$ cat config.mk
export PLATFORM = sky130hd
export DESIGN_NAME = fifo_stream_reader
export DESIGN_NICKNAME = d
export VERILOG_FILES = /design/src/rtl/fifo_stream_reader.sv
export SDC_FILE = /design/constraint.sdc
export NUM_CORES = 1
export LEC_CHECK = 0
export ABC_AREA = 1
export CAP_MARGIN = 10
export CORE_MARGIN = 2
export CORE_UTILIZATION = 55
export DETAILED_ROUTE_END_ITERATION = 16
export DONT_BUFFER_PORTS = 1
export PLACE_DENSITY = 0.73
export SLEW_MARGIN = 5
export SYNTH_ARGS = -nofsm -noshare
export SYNTH_HDL_FRONTEND = slang
export SYNTH_SLANG_ARGS = --single-unit
$ cat constraint.sdc
create_clock -name clk -period 2.3 [get_ports clk]
set_input_delay 0.23 -clock clk [delete_from_list [all_inputs] [get_ports clk]]
set_output_delay 0.23 -clock clk [all_outputs]
set_load 0.02 [all_outputs]
$ cat src/rtl/fifo_stream_reader.sv
// ---------------------------------------------------------------------------------------------
// fifo_stream_reader
//   Downstream consumer of a synchronous FIFO. It turns the FIFO pop interface (fifo_rd_en, with
//   fifo_data registered one cycle later) into a valid/ready stream. A small output buffer
//   absorbs words that are already in flight, so no popped word is ever lost. With
//   BUF_DEPTH >= 3 it sustains one word per clock.
//
//   Optional feature: define FIFO_RD_STATS_EN to build the transfer counter. Without the macro
//   xfer_count is tied to 0 and the port list stays the same.
//
// Ports
//   clk         in   rising-edge clock
//   reset_n     in   synchronous active-low reset
//   fifo_data   in   FIFO data_out, valid the cycle after fifo_rd_en
//   fifo_empty  in   FIFO empty flag
//   fifo_rd_en  out  pop request to the FIFO
//   flush       in   drop all buffered and in-flight words
//   m_data      out  stream data (buffer head)
//   m_valid     out  buffer non-empty and not flushing
//   m_ready     in   sink accepts when m_valid && m_ready
//   occupancy   out  buffered word count (0..BUF_DEPTH)
//   xfer_count  out  completed transfers, wraps at 2^CNT_WIDTH (stats build only)
// ---------------------------------------------------------------------------------------------
module fifo_stream_reader #(
    parameter int unsigned WIDTH     = 16,
    parameter int unsigned BUF_DEPTH = 3,
    parameter int unsigned CNT_WIDTH = 16
) (
    input  logic                 clk,
    input  logic                 reset_n,
    input  logic [WIDTH-1:0]     fifo_data,
    input  logic                 fifo_empty,
    output logic                 fifo_rd_en,
    input  logic                 flush,
    output logic [WIDTH-1:0]     m_data,
    output logic                 m_valid,
    input  logic                 m_ready,
    output logic [3:0]           occupancy,
    output logic [CNT_WIDTH-1:0] xfer_count
);

    localparam int unsigned     PtrW     = (BUF_DEPTH > 2) ? $clog2(BUF_DEPTH) : 1;
    localparam logic [PtrW-1:0] LastPtr  = PtrW'(BUF_DEPTH - 1);
    localparam logic [3:0]      DepthOcc = 4'(BUF_DEPTH);

    typedef enum logic [0:0] {StRun, StDrain} state_e;

    state_e          r_state, w_state_d;
    logic [WIDTH-1:0] r_buf [BUF_DEPTH];
    logic [PtrW-1:0] r_wr_ptr, r_rd_ptr, w_wr_ptr_d, w_rd_ptr_d;
    logic [3:0]      r_occ, w_occ_d;
    logic            r_inflight;
    logic            r_drop, w_drop_d;
    logic            w_credit, w_capture, w_pop;

    function automatic logic [PtrW-1:0] ptr_inc(input logic [PtrW-1:0] ptr);
        return (ptr == LastPtr) ? '0 : ptr + 1'b1;
    endfunction

    // Credit covers buffered words plus the one possibly in flight, so a capture always has room.
    assign w_credit   = (r_occ + {3'b000, r_inflight}) < DepthOcc;
    assign fifo_rd_en = reset_n && (r_state == StRun) && !flush && !fifo_empty && w_credit;

    assign m_valid    = (r_state == StRun) && !flush && (r_occ != 4'd0);
    assign w_pop      = m_valid && m_ready;
    // A flush edge also discards the word arriving in that cycle.
    assign w_capture  = (r_state == StRun) && !flush && r_inflight && !r_drop;

    assign m_data     = r_buf[r_rd_ptr];
    assign occupancy  = r_occ;

    always_comb begin
        w_state_d  = r_state;
        w_wr_ptr_d = r_wr_ptr;
        w_rd_ptr_d = r_rd_ptr;
        w_occ_d    = r_occ;
        w_drop_d   = r_drop;
        unique case (r_state)
            StRun: begin
                if (flush) begin
                    w_state_d  = StDrain;
                    w_wr_ptr_d = '0;
                    w_rd_ptr_d = '0;
                    w_occ_d    = 4'd0;
                    w_drop_d   = r_inflight;
                end else begin
                    if (w_capture) w_wr_ptr_d = ptr_inc(r_wr_ptr);
                    if (w_pop)     w_rd_ptr_d = ptr_inc(r_rd_ptr);
                    w_occ_d = r_occ + {3'b000, w_capture} - {3'b000, w_pop};
                end
            end
            StDrain: begin
                w_state_d = StRun;
                w_drop_d  = 1'b0;
            end
            default: w_state_d = StRun;
        endcase
    end

    always_ff @(posedge clk) begin
        if (!reset_n) begin
            r_state    <= StRun;
            r_wr_ptr   <= '0;
            r_rd_ptr   <= '0;
            r_occ      <= 4'd0;
            r_inflight <= 1'b0;
            r_drop     <= 1'b0;
            for (int i = 0; i < int'(BUF_DEPTH); i++) begin
                r_buf[i] <= '0;
            end
        end else begin
            r_state    <= w_state_d;
            r_wr_ptr   <= w_wr_ptr_d;
            r_rd_ptr   <= w_rd_ptr_d;
            r_occ      <= w_occ_d;
            r_inflight <= fifo_rd_en;
            r_drop     <= w_drop_d;
            if (w_capture) begin
                r_buf[r_wr_ptr] <= fifo_data;
            end
        end
    end

`ifdef FIFO_RD_STATS_EN
    logic [CNT_WIDTH-1:0] r_xfer_count;

    // Flush does not clear the counter; only reset does.
    always_ff @(posedge clk) begin
        if (!reset_n) begin
            r_xfer_count <= '0;
        end else if (w_pop) begin
            r_xfer_count <= r_xfer_count + 1'b1;
        end
    end

    assign xfer_count = r_xfer_count;
`else
    assign xfer_count = '0;
`endif

    a_no_overflow: assert property (@(posedge clk) disable iff (!reset_n)
        !(w_capture && (r_occ == DepthOcc)));

endmodule

==> flow_summary.toml <==
[run_status]
status = "complete, no violations"

[worst_setup_path]
path_class = "register to register"
end_kind = "register"
crit_start = "occupancy[2]"
rrSetupSlack_ns = 0.13
crit_path_start_kind = "register"
crit_buf_inv = 3
slowest_stage = "fa_1"
cp_common_cell = "ha_1"
crit_required_ns = 2.53
cp_max_fo = 4
max_stage_delay_ns = 0.38
cpLargestDelayFamily = "adder cells"
cp_cell_sequence = "inv_2, ha_1, nand3_1, nand3_2, inv_1, ha_1, inv_1, ha_1, fa_1, o21ai_0, a21o_1, a21oi_1"
crit_arrival_ns = 2.41
reg2reg_from = "occupancy[2]"

[sta]
setup_viol = 0
hold_viol = 0
min_period_over_period_pct = 94.5
slew_violations = 0
rsz0062_at_grt = "false"
slew_headroom_pct = 63.2
fin_tns_setup_ns = 0
period_needed_ns = 2.17
fmax_ghz = 0.460
whs_ns = 0.0287
tightest_slew_ns = 0.550
setup_slack_ns = 0.127
fin_skew_ns = 0.00762

[power]
power_frac_clock_pct = 34.0
pwr_density_cell_mw_per_mm2 = 705
swShare_pct = 25.1
comb_power_share_pct = 10.5
power.leakage_nw = 1.62
switching_power_uw = 706
power_frac_seq_pct = 55.5
p_int_mw = 2.11
ir_drop_mv = 0.533

[die]
initial_core_util_pct = 56.4
die_w_um = 84.5
coreArea_sq_mm = 0.00631
die_area_sq_mm = 0.00714
io_pins = 59
dieHeight_um = 84.5
fp-row-count = 29

[clocking]
clk_pin_slew_ns = 0.07
cts.sink_count = 77
root_buffer = "clkbuf_8"
clk_path_buf_depth = 2
cts_buffers = 9
cts_tree = "built"
htreeDepth = 3
clk_latency_ns = 0.35

[global_routing]
grt_pass1_vias = 2473
grt_overflow = 0
grt_usage_pct = 20.9
grt_start_max_net_pins = 33
grt_pass1_wl_mm = 11.4
grt_antenna_before_repair = 0

[synth]
yosysWarningCount = 0
syn_area_per_cell_sq_um = 10.5
synth_seq_cells = 77
ys_types = 28
syn-cell-area_sq_mm = 0.00356
yosysSeqAreaShare_pct = 61.2
syn_inst = 338

[cells_and_area]
nets = 398
diodes = 0
syn2layout_area_growth_pct = 12.1
drive_above_1_share_pct = 10.8

[flow_run]
max-cap-violations = 0

[place]
gp_congestion = 0.827
port_buffers = 0
pre_cts_ws_ns = 0.0922
hpwl_mm = 4.50

[min_path]
min-delay-start = "reset_n"
min-delay-path-class = "input pin to register"

[drt]
routed_wl_mm = 7.13
vias = 2414
first_iter_violations = 143
viasPerCell = 5.38
first_pass_iters = 4
drtAntennaViolNets = 0
wl_per_cell_um = 15.9
drc = 0
## power groups by stage
| stage | clock (mW) | sequential [mW] | combinational, mW |
|---|---|---|---|
| 2_1_floorplan | 0 | 1.59 | 0.239 |
| 3_3_place_gp | 0 | 1.59 | 0.267 |
| 3_5_place_dp | 0 | 1.59 | 0.273 |
| 4_1_cts | 0.967 | 1.56 | 0.296 |
| 5_1_grt | 1.03 | 1.56 | 0.323 |
| 6_report | 0.957 | 1.56 | 0.296 |
## routing by layer
metal	up-vias	wire length (um)	global-route usage, %
li1	1174	-	-
met1	1158	2870	23.9
met2	72	3720	36.1
met3	10	443	4.62
met4	0	91	11.5
met5	-	0	0
## final timing paths
check,end,cells after the start
worst min register to register,r_drop,1
worst min-delay path,r_rd_ptr[0],2
worst max register to register,occupancy[2],12
worst max-delay path,occupancy[2],12
## synth_stat cells
cell type | count | area [sq um]
nor2_1 | 84 | 315
edfxtp_1 | 64 | 1920
inv_1 | 34 | 128
o21ai_0 | 34 | 170
nand2_1 | 22 | 82.6
buf_4 | 16 | 120
o22ai_1 | 16 | 100
dfxtp_1 | 13 | 260
clkbuf_1 | 8 | 30.0
ha_1 | 8 | 100
nand3_1 | 7 | 35.0
a21oi_1 | 5 | 25.0
nand3_4 | 4 | 70.1
buf_6 | 3 | 33.8
nor2_2 | 3 | 18.8
nor3_1 | 3 | 15.0
nor2_8 | 2 | 40.0
nor4b_1 | 2 | 17.5
a21o_1 | 1 | 7.51
a31oi_1 | 1 | 6.26
a32o_1 | 1 | 10.0
buf_2 | 1 | 5.00
conb_1 | 1 | 3.75
fa_1 | 1 | 20.0
inv_2 | 1 | 3.75
nand3b_1 | 1 | 7.51
o31ai_1 | 1 | 7.51
xor2_1 | 1 | 8.76
## state kept, by name, indices dropped and copies added, names as in the netlist, named ones only
| name | count |
|---|---|
| r_rd_ptr | 2 |
| r_inflight | 1 |
| r_drop | 1 |
| r_buf | 64 |
| r_wr_ptr | 2 |
| r_state | 1 |
| occupancy | 4 |
## area by class of cell
cell class	count	area [sq um]
Tap cell	77	96.3
Clock inverter	6	53.8
Multi-Input combinational cell	213	1130
Sequential cell	77	2180
Timing Repair Buffer	32	280
Inverter	35	131
Fill cell	524	2320
Clock buffer	9	124
## cell families after synthesis
group                    Yosys count  share of synthesized area, %
AND/OR/NAND/NOR                  128                          16.9
AO/OA/AOI/OAI                     59                          9.16
buffers and inverters             63                          8.99
other                              1                         0.105
adder cells (fa/ha/maj)            9                          3.37
XOR/XNOR                           1                         0.246
flip-flops                        77                          61.2
## cell usage in the layout, fill, tap and decap left out
| cell | n |
|---|---|
| a21o_1 | 1 |
| a21oi_1 | 5 |
| a31oi_1 | 1 |
| a32o_1 | 1 |
| buf_4 | 16 |
| bufinv_16 | 1 |
| clkbuf_8 | 9 |
| clkinv_1 | 4 |
| conb_1 | 16 |
| dfxtp_1 | 13 |
| dlygate4sd3_1 | 16 |
| edfxtp_1 | 64 |
| fa_1 | 1 |
| ha_1 | 8 |
| inv_1 | 33 |
| inv_2 | 2 |
| inv_6 | 1 |
| nand2_1 | 22 |
| nand3_1 | 6 |
| nand3_2 | 1 |
| nand3_4 | 4 |
| nand3b_1 | 1 |
| nor2_1 | 84 |
| nor2_2 | 3 |
| nor2_8 | 2 |
| nor3_1 | 2 |
| nor3_2 | 1 |
| nor4b_1 | 2 |
| o21ai_0 | 34 |
| o22ai_1 | 16 |
| o31ai_1 | 1 |
| xor2_1 | 1 |
## timing repair
item | 4_1_cts | 5_1_grt
setup buffers | 0 | 0
hold buffers | 16 | 0
endpoints found under the hold margin | 16 | 0
resized for setup | 0 | 2
setup endpoints to repair | 0 | 1
## through the flow
stage | utilization, % | cells | total power, mW | area (sq um)
after detailed placement | 57.8 | 418 | 1.87 | 3650
after CTS | 63.2 | 449 | 2.83 | 3990
after global placement | 57.8 | 418 | 1.86 | 3650
after floorplan | - | 353 | 1.83 | 3620
final | 63.3 | 449 | 2.82 | 4000
after global routing | 63.3 | 449 | 2.92 | 4000
(Power assumes the default switching activity.)
